## src/rtl/conv_pe_fetch.sv

```systemverilog
// rtl/conv_pe_fetch.sv - convolution PE that fetches filter/ifmap data from memory and returns result packets
module conv_pe_fetch #(
  parameter int DATA_WIDTH       = 20,
  parameter int WIDTH            = 5,
  parameter int VALID_DATA_WIDTH = 8,
  parameter int FILTER_NUM       = 3,
  parameter int IFMAP_NUM        = 7,
  parameter int ACC_WIDTH        = 20,
  parameter int PE_INDEX         = 1,
  parameter int MEM_INDEX        = 0
) (
  input  logic                  clk,
  input  logic                  rst,
  input  logic                  start,
  output logic [DATA_WIDTH-1:0] req_data,
  output logic                  req_valid,
  input  logic                  req_ready,
  input  logic [DATA_WIDTH-1:0] rsp_data,
  input  logic                  rsp_valid,
  output logic                  rsp_ready,
  output logic                  busy,
  output logic                  done,
  output logic                  drop_pulse
);

  localparam int VW     = VALID_DATA_WIDTH;
  localparam int KNUM   = FILTER_NUM * FILTER_NUM;
  localparam int KW     = $clog2(KNUM);
  localparam int OW     = $clog2(IFMAP_NUM - FILTER_NUM + 1);
  localparam int K_LAST = KNUM - 1;
  localparam int O_LAST = IFMAP_NUM - FILTER_NUM;

  localparam logic [1:0] T_RES  = 2'b00;
  localparam logic [1:0] T_IFM  = 2'b01;
  localparam logic [1:0] T_FILT = 2'b10;

  typedef enum logic [2:0] {IDLE, F_REQ, F_WAIT, I_REQ, I_WAIT, R_SEND, DONE} state_t;

  state_t                 state_q, state_d;
  logic [KW-1:0]          fcnt_q, fcnt_d;
  logic [KW-1:0]          k_q, k_d;
  logic [OW-1:0]          r_q, r_d;
  logic [OW-1:0]          c_q, c_d;
  logic [ACC_WIDTH-1:0]   acc_q, acc_d;
  logic [VW-1:0]          w_q [KNUM];
  logic [VW-1:0]          w_d [KNUM];

  logic [1:0]             rsp_type;
  logic [WIDTH-1:0]       rsp_dst;
  logic [VW-1:0]          rsp_payload;
  logic                   rsp_match;
  logic [VW-1:0]          k_row, k_col, i_addr;
  logic [2*VW-1:0]        prod;
  logic                   unused_rsp_src;

  // Packets always travel from this PE to the memory node.
  function automatic logic [DATA_WIDTH-1:0] pkt(input logic [1:0] t, input logic [VW-1:0] p);
    return {t, WIDTH'(PE_INDEX), WIDTH'(MEM_INDEX), p};
  endfunction

  assign rsp_type       = rsp_data[DATA_WIDTH-1 -: 2];
  assign rsp_dst        = rsp_data[VW +: WIDTH];
  assign rsp_payload    = rsp_data[VW-1:0];
  assign unused_rsp_src = ^rsp_data[VW+WIDTH +: WIDTH];

  // Window address and MAC product for the current filter tap k.
  always_comb begin
    k_row     = VW'(k_q / KW'(FILTER_NUM));
    k_col     = VW'(k_q % KW'(FILTER_NUM));
    i_addr    = (VW'(r_q) + k_row) * VW'(IFMAP_NUM) + VW'(c_q) + k_col;
    prod      = (2*VW)'(w_q[k_q]) * (2*VW)'(rsp_payload);
    rsp_match = (rsp_dst == WIDTH'(PE_INDEX)) &&
                (rsp_type == ((state_q == F_WAIT) ? T_FILT : T_IFM));
  end

  // Next-state, counter and handshake logic; one request outstanding at a time.
  always_comb begin
    state_d    = state_q;
    fcnt_d     = fcnt_q;
    k_d        = k_q;
    r_d        = r_q;
    c_d        = c_q;
    acc_d      = acc_q;
    w_d        = w_q;
    req_valid  = 1'b0;
    req_data   = '0;
    rsp_ready  = 1'b0;
    busy       = 1'b1;
    done       = 1'b0;
    drop_pulse = 1'b0;
    case (state_q)
      IDLE: begin
        busy = 1'b0;
        if (start) begin
          state_d = F_REQ;
          fcnt_d  = '0;
        end
      end
      F_REQ: begin
        req_valid = 1'b1;
        req_data  = pkt(T_FILT, VW'(fcnt_q));
        if (req_ready) state_d = F_WAIT;
      end
      F_WAIT: begin
        rsp_ready = 1'b1;
        if (rsp_valid) begin
          if (rsp_match) begin
            w_d[fcnt_q] = rsp_payload;
            if (fcnt_q == KW'(K_LAST)) begin
              state_d = I_REQ;
              r_d     = '0;
              c_d     = '0;
              k_d     = '0;
              acc_d   = '0;
            end else begin
              fcnt_d  = fcnt_q + 1'b1;
              state_d = F_REQ;
            end
          end else begin
            drop_pulse = 1'b1;
          end
        end
      end
      I_REQ: begin
        req_valid = 1'b1;
        req_data  = pkt(T_IFM, i_addr);
        if (req_ready) state_d = I_WAIT;
      end
      I_WAIT: begin
        rsp_ready = 1'b1;
        if (rsp_valid) begin
          if (rsp_match) begin
            acc_d = acc_q + ACC_WIDTH'(prod);
            if (k_q == KW'(K_LAST)) begin
              state_d = R_SEND;
            end else begin
              k_d     = k_q + 1'b1;
              state_d = I_REQ;
            end
          end else begin
            drop_pulse = 1'b1;
          end
        end
      end
      R_SEND: begin
        req_valid = 1'b1;
        req_data  = pkt(T_RES, acc_q[VW-1:0]);
        if (req_ready) begin
          acc_d   = '0;
          k_d     = '0;
          state_d = I_REQ;
          if (c_q == OW'(O_LAST)) begin
            c_d = '0;
            if (r_q == OW'(O_LAST)) begin
              r_d     = '0;
              state_d = DONE;
            end else begin
              r_d = r_q + 1'b1;
            end
          end else begin
            c_d = c_q + 1'b1;
          end
        end
      end
      DONE: begin
        busy    = 1'b0;
        done    = 1'b1;
        state_d = IDLE;
      end
      default: state_d = IDLE;
    endcase
  end

  // State, counters, accumulator and weights; reset abandons any job in flight.
  always_ff @(posedge clk) begin
    if (rst) begin
      state_q <= IDLE;
      fcnt_q  <= '0;
      k_q     <= '0;
      r_q     <= '0;
      c_q     <= '0;
      acc_q   <= '0;
      w_q     <= '{default: '0};
    end else begin
      state_q <= state_d;
      fcnt_q  <= fcnt_d;
      k_q     <= k_d;
      r_q     <= r_d;
      c_q     <= c_d;
      acc_q   <= acc_d;
      w_q     <= w_d;
    end
  end

endmodule

```

## config.mk

```make
export PLATFORM = sky130hd
export DESIGN_NAME = conv_pe_fetch
export DESIGN_NICKNAME = d
export VERILOG_FILES = /design/src/rtl/conv_pe_fetch.sv
export SDC_FILE = /design/constraint.sdc
export NUM_CORES = 1
export LEC_CHECK = 0
export CELL_PAD_IN_SITES_DETAIL_PLACEMENT = 1
export CELL_PAD_IN_SITES_GLOBAL_PLACEMENT = 2
export CORE_ASPECT_RATIO = 0.9
export CORE_MARGIN = 3
export CORE_UTILIZATION = 37
export CTS_CLUSTER_SIZE = 40
export DETAILED_ROUTE_END_ITERATION = 6
export PLACE_DENSITY = 0.88
export SLEW_MARGIN = 10
export SYNTH_ARGS = -nofsm -noshare
export SYNTH_HDL_FRONTEND = slang
export SYNTH_SLANG_ARGS = --single-unit
```

## constraint.sdc

```tcl
create_clock -name clk -period 8.7 [get_ports clk]
set_input_delay 1.74 -clock clk [delete_from_list [all_inputs] [get_ports clk]]
set_output_delay 1.74 -clock clk [all_outputs]
set_load 0.05 [all_outputs]
```

; ---- After elaboration in Yosys (flattened, before gate mapping)
; Cells that the tools add are included.
[op_classes]
addsub = 8
n_mul = 2
div_mod_pow = 2
order_cmp = 3
eq_ne = 24
muxes = 58
n_bitwise = 2
n_reduce_logical = 16
[ops]
columns = operator, n
row1 = 2-to-1 mux 20 bit, 6
row2 = case mux 20 bit (3 select lines), 2
row3 = bitwise mux 72 bit, 1
row4 = 2-to-1 mux 3 bit, 19
row5 = 2-to-1 mux 4 bit, 11
row6 = binary-select mux 8 bit (select 4 bit), 1
row7 = demux 8 bit (select 4 bit), 1
row8 = 2-to-1 mux 8 bit, 3
row9 = "inequality test 2 bit, second input constant", 11
row10 = adder 20 x 16 -> 20 bit, 1
row11 = case mux 3 bit (6 select lines), 1
row12 = multiplier 8 x 8 -> 16 bit, 1
row13 = AND reduction 8 bit, 2
row14 = "equality test 3 bit, second input constant", 5
row15 = case mux 3 bit (2 select lines), 2
row16 = case mux 4 bit (3 select lines), 1
row17 = ">= comparator 5 bit, second input constant", 2
row18 = NOT 4 -> 5 bit, 2
row19 = AND reduction 5 bit, 2
row20 = adder 3 x 8 -> 8 bit, 1
row21 = "adder 4 x 1 -> 4 bit, second input constant", 2
row22 = adder 8 x 3 -> 8 bit, 1
row23 = adder 8 bit, 1
row24 = "divider 4 x 2 -> 8 bit, second input constant", 1
row25 = other kinds (22), 35
[word_totals]
register_bits = 109
in_bits = 25
out_inout_bits = 25

; ---- Depth between registers and ports, before layout
[depth]
ltp_word = 9
ltp_mapped = 31
mapped_depth_nobuf = 29

; ---- Least setup slack after synthesis
; Ideal clock, no wire load.
[synth_timing]
kind = register to output
start = register k_q[0]
end = output req_data[7]
t_arrival_ns = 6.561
setup_slack_ns = 0.399
stages_incl_launch_ff = 30
path_buffers = 2
cell_sequence = dfxtp_1 > buf_4 > clkbuf_1 > inv_1 > ha_1 > nand2_1 > nand2_1 > inv_2 > xnor2_1 > ha_1 > or2_2 > nor2_1 > inv_1 > ha_1 > inv_1 > fa_1 > fa_1 > inv_1 > fa_1 > inv_1 > fa_1 > inv_1 > fa_1 > a21o_1 > a21oi_1 > o21bai_1 > a21oi_1 > xnor2_1 > xnor2_1 > a22o_1
[synth_via]
elab_chain_cells = 6
word_cells_on_any_way = 7
[synth_rtl]
columns = item, line
row1 = start: declaration, 41  ; logic [KW-1:0] k_q, k_d;
row2 = start signal: assignment, 187  ; k_q <= k_d;
row3 = divider 4 x 2 -> 8 bit, 68  ; k_row = VW'(k_q / KW'(FILTER_NUM));
row4 = adder 3 x 8 -> 8 bit, 70  ; i_addr = (VW'(r_q) + k_row) * VW'(IFMAP_NUM) + VW'(c_q) + k_col;
row5 = multiplier 8 x 3 -> 8 bit, 70
row6 = adder 8 x 3 -> 8 bit, 70
row7 = adder 8 bit *, 70
row8 = case mux 20 bit (3 select lines) *, 91  ; case (state_q)
row9 = end: declaration, 15  ; output logic [DATA_WIDTH-1:0] req_data,
; Every way passes the cells marked *; elsewhere a longest branch is shown, timed or not.

; ---- Final worst setup path
[layout_timing]
start = register k_q[3]
end = output req_data[7]
; The elaborated chain is that of the path after synthesis.

==> qor.json <==
{
  "htree_levels": {"value": 3},
  "fin_worst_skew": {"value": 0.00788, "unit": "ns"},
  "setup.reg_to_reg.worst_slack": {"value": 2.45, "unit": "ns"},
  "power.share.clock": {"value": 41.9, "unit": "%"},
  "placement.io_buffers": {"value": 35},
  "antenna_left": {"value": 0},
  "synth_area_per_cell": {"value": 8.48, "unit": "sq um"},
  "critPathMaxStageDelay": {"value": 0.53, "unit": "ns"},
  "routed-via-count": {"value": 5692},
  "yosys.cell_count.top_type": {"value": "sky130_fd_sc_hd__nand2_1"},
  "synth_top_cells_by_count": {"value": "103 x sky130_fd_sc_hd__nand2_1, 97 x sky130_fd_sc_hd__dfxtp_1, 83 x sky130_fd_sc_hd__nor2_1"},
  "std_cell_rows": {"value": 47},
  "io_pins": {"value": 50},
  "detailedRoute.firstIterationViolations": {"value": 322},
  "grt_util_met2": {"value": 29.9, "unit": "%"},
  "dp_hpwl": {"value": 14000, "unit": "um"},
  "clock-sinks": {"value": 97},
  "layout.core_utilization": {"value": 42.8, "unit": "%"},
  "synth_async_sr_flop_share": {"value": 0, "unit": "%"},
  "postSynthRegisterBits": {"value": 97},
  "ys_top_cells_by_area": {"value": "sky130_fd_sc_hd__dfxtp_1 28%, sky130_fd_sc_hd__ha_1 9.0%, sky130_fd_sc_hd__fa_1 7.9%"},
  "p_switching": {"value": 281, "unit": "uW"},
  "post_synth_instance_area": {"value": 7060, "unit": "sq um"},
  "groute.usage.overall": {"value": 18.8, "unit": "%"},
  "synthCells": {"value": 832},
  "grt_most_used_layer": {"value": "met2"},
  "crit_path_start": {"value": "k_q[3]$_SDFFE_PP0P_"},
  "critPathCaptureType": {"value": "primary output"},
  "power.combinational.fraction": {"value": 12.3, "unit": "%"},
  "grt_remaining_overflow": {"value": 0},
  "seqPwrFrac": {"value": 45.8, "unit": "%"},
  "die-area": {"value": 20800, "unit": "sq um"},
  "setup.worst_path.class": {"value": "flip-flop to primary output"},
  "routed_wirelength": {"value": 18600, "unit": "um"},
  "detail_route.first_pass.iterations": {"value": 4},
  "regToRegStartpoint": {"value": "k_q[1]$_SDFFE_PP0P_"},
  "fmax": {"value": 0.119, "unit": "GHz"},
  "chipWidth": {"value": 152, "unit": "um"},
  "relSlewSlack": {"value": 25.0, "unit": "%"},
  "yosys.area.top_type": {"value": "sky130_fd_sc_hd__dfxtp_1"},
  "cts-root-to-sink-buffers": {"value": 2},
  "die_h": {"value": 137, "unit": "um"},
  "switching_power_as_a_share_of_total_power": {"value": 28.1, "unit": "%"},
  "post-synth-top-area-fraction": {"value": 27.5, "unit": "%"},
  "power.density_cell_area": {"value": 126, "unit": "nW/um^2"},
  "cellLeakagePower": {"value": 3.20, "unit": "nW"},
  "clock_latency": {"value": 0.35, "unit": "ns"},
  "fraction_of_final_layout_cells_sized_beyond_drive_strength_1": {"value": 9.48, "unit": "%"},
  "crit_path_start_kind": {"value": "flip-flop"},
  "numCtsBuffers": {"value": 9},
  "finalNetCount": {"value": 944},
  "area_growth_syn_to_layout": {"value": 12.4, "unit": "%"},
  "worst_min_delay_path_class": {"value": "flip-flop to flip-flop"},
  "seq_area_frac_synth": {"value": 27.5, "unit": "%"},
  "via_count_of_the_first_global_routing_pass": {"value": 5873},
  "antenna_violations_before_repair": {"value": 0},
  "total_of_hold_buffers_inserted_after_clock_tree_synthesis": {"value": 0},
  "remaining_drc_errors": {"value": 0},
  "vdd.ir_drop.worst": {"value": 0.0841, "unit": "mV"},
  "drt-wirelength-per-cell": {"value": 17.1, "unit": "um"},
  "synth_cell_types": {"value": 70},
  "grt_first_pass_wirelength": {"value": 31000, "unit": "um"},
  "synth-edff-count": {"value": 0},
  "worst_r2r_path_depth": {"value": 19},
  "maxSlewViolCount": {"value": 0},
  "endpoint": {"value": "req_data[7]"},
  "crit_required": {"value": 6.96, "unit": "ns"},
  "antennaDiodeCount": {"value": 0},
  "globalRouteMet3Util": {"value": 1.92, "unit": "%"},
  "final_period_minus_worst_setup_slack": {"value": 8.40, "unit": "ns"},
  "floorplan.initialDensity": {"value": 38.1, "unit": "%"},
  "fin_worst_hold_slack": {"value": 0.459, "unit": "ns"},
  "setup_violations": {"value": 0},
  "rr_endpoint": {"value": "acc_q[7]$_SDFFE_PP0P_"},
  "met1_track_demand_over_resource": {"value": 27.3, "unit": "%"},
  "clk_pin_slew_worst_paths": {"value": 0.07, "unit": "ns"},
  "avgViaCountPerCell": {"value": 5.23},
  "layout_worst_path_cycle_share": {"value": 96.5, "unit": "%"},
  "highest_fanout_seen_on_the_critical_path": {"value": 7},
  "critPathSlowestCell": {"value": "sky130_fd_sc_hd__fa_1"},
  "library_cell_used_as_clock_root_buffer": {"value": "sky130_fd_sc_hd__clkbuf_16"},
  "grt_max_degree": {"value": 92},
  "final-hold-violation-count": {"value": 0},
  "critPathArrivalTime": {"value": 6.66, "unit": "ns"},
  "yosys_most_used_dff": {"value": "sky130_fd_sc_hd__dfxtp_1"},
  "tightestPinTransition": {"value": 1.12, "unit": "ns"},
  "maxCapViolations": {"value": 0},
  "gp_routability_congestion": {"value": 0.808},
  "run_status": {"value": "completed"},
  "floorplan.core_area": {"value": 18500, "unit": "sq um"},
  "yosys_warnings": {"value": 0},
  "internal_power": {"value": 719, "unit": "uW"},
  "cts_tree": {"value": "yes"}
}
## placed cells by master (no fill, tap or decap), types with 3 or more instances in the layout
cell                                n
sky130_fd_sc_hd__or2_2              3
sky130_fd_sc_hd__conb_1             9
sky130_fd_sc_hd__o31ai_1            4
sky130_fd_sc_hd__nand4_1            5
sky130_fd_sc_hd__buf_12             6
sky130_fd_sc_hd__nor2b_1            5
sky130_fd_sc_hd__clkdlybuf4s50_1   28
sky130_fd_sc_hd__mux4_2             3
sky130_fd_sc_hd__mux2i_1           52
sky130_fd_sc_hd__inv_1             75
sky130_fd_sc_hd__and2_1            16
sky130_fd_sc_hd__clkbuf_16          9
sky130_fd_sc_hd__nand2_1          103
sky130_fd_sc_hd__fa_1              28
sky130_fd_sc_hd__mux2_2            16
sky130_fd_sc_hd__xnor3_1            3
sky130_fd_sc_hd__or3_1              4
sky130_fd_sc_hd__o22ai_1           10
sky130_fd_sc_hd__nor2_1            81
sky130_fd_sc_hd__a22oi_1            8
sky130_fd_sc_hd__xnor2_1           19
sky130_fd_sc_hd__nand2b_1           5
sky130_fd_sc_hd__a21oi_1           61
sky130_fd_sc_hd__a31oi_1            4
sky130_fd_sc_hd__buf_4             12
sky130_fd_sc_hd__a21o_1             6
sky130_fd_sc_hd__xor2_1             3
sky130_fd_sc_hd__nand3_1           35
sky130_fd_sc_hd__ha_1              49
sky130_fd_sc_hd__o21ai_0           17
sky130_fd_sc_hd__nor3_1             5
sky130_fd_sc_hd__dfxtp_1           96
sky130_fd_sc_hd__a211oi_1           3
## how the worst min path moves through the flow
| stage | slack, ns | cells past startpoint | start | end |
|---|---|---|---|---|
| after floorplan | 0.43 | 2 | w_q[31]$_SDFFE_PP0P_ | w_q[31]$_SDFFE_PP0P_ |
| after global placement | 0.44 | 2 | w_q[37]$_SDFFE_PP0P_ | w_q[37]$_SDFFE_PP0P_ |
| after detailed placement | 0.45 | 2 | w_q[21]$_SDFFE_PP0P_ | w_q[21]$_SDFFE_PP0P_ |
| after CTS | 0.46 | 2 | w_q[24]$_SDFFE_PP0P_ | w_q[24]$_SDFFE_PP0P_ |
| after global routing | 0.48 | 2 | w_q[18]$_SDFFE_PP0P_ | w_q[18]$_SDFFE_PP0P_ |
| final | 0.46 | 2 | w_q[34]$_SDFFE_PP0P_ | w_q[34]$_SDFFE_PP0P_ |
## layout make-up
type                    count  area, sq um
well taps                 245          307
clock buffers              10          239
inverters                  77          289
repair buffers             47          495
flip-flops and latches     97         1940
multi-input cells         608         4600
fillers                  2170        10600
clock inverters             5         63.8
## worst max-delay path, delay by kind of cell, from the launching register on
kind	cells	cell delay (ns)
adder cells (fa/ha/maj)	8	3.21
AND/OR/NAND/NOR	5	0.94
AO/OA/AOI/OAI	5	0.87
buffers and inverters	7	0.56
XOR/XNOR	3	0.41
flip-flops	1	0.31
## metal layers
layer	wire length (um)	share of wire (%)
met3	531	2.9
met1	9470	51
met5	0	0
met4	204	1.1
met2	8420	45
## sequential cells by signal (all words and copies together), names as in the netlist
signal   count
acc_q        8
fcnt_q       4
c_q          3
k_q          4
w_q         72
r_q          3
state_q      3
## metrics by stage
| step | area, sq um | setup TNS [ns] | instances | power [mW] | worst slack, ns |
|---|---|---|---|---|---|
| 6_report | 7930 | 0 | 1089 | 1.00 | 0.302 |
| 5_1_grt | 7930 | -0.0335 | 1089 | 1.04 | -0.0335 |
| 3_3_place_gp | 7580 | 0 | 1072 | 0.591 | 0.459 |
| 3_5_place_dp | 7580 | 0 | 1072 | 0.591 | 0.309 |
| 4_1_cts | 7890 | 0 | 1087 | 1.01 | 0.0124 |
| 2_1_floorplan | 7090 | 0 | 840 | 0.554 | 0.399 |
## power by group through the flow
| stage | Combinational, mW | Clock [mW] | Sequential, mW |
|---|---|---|---|
| after floorplan | 0.0952 | 0 | 0.458 |
| after global placement | 0.123 | 0 | 0.468 |
| after detailed placement | 0.123 | 0 | 0.468 |
| after CTS | 0.124 | 0.428 | 0.458 |
| after global routing | 0.133 | 0.444 | 0.459 |
| final | 0.123 | 0.419 | 0.458 |
## cell families after synthesis
family	Yosys count	share of synthesized area, %
adders and majority gates	79	17.0
muxes	75	12.0
and+or+nand+nor	281	18.8
AOI/OAI and AO/OA	137	12.4
xor gates and xnor gates	27	3.94
DFF	97	27.5
other	1	0.0531
buffers and inverters	135	8.33
## timing repair
action,4_1_cts,5_1_grt
pin swaps,0,1
endpoints found under the setup margin,1,3
setup buffers,0,2
resized for setup,2,8
(Power assumes the default switching activity.)
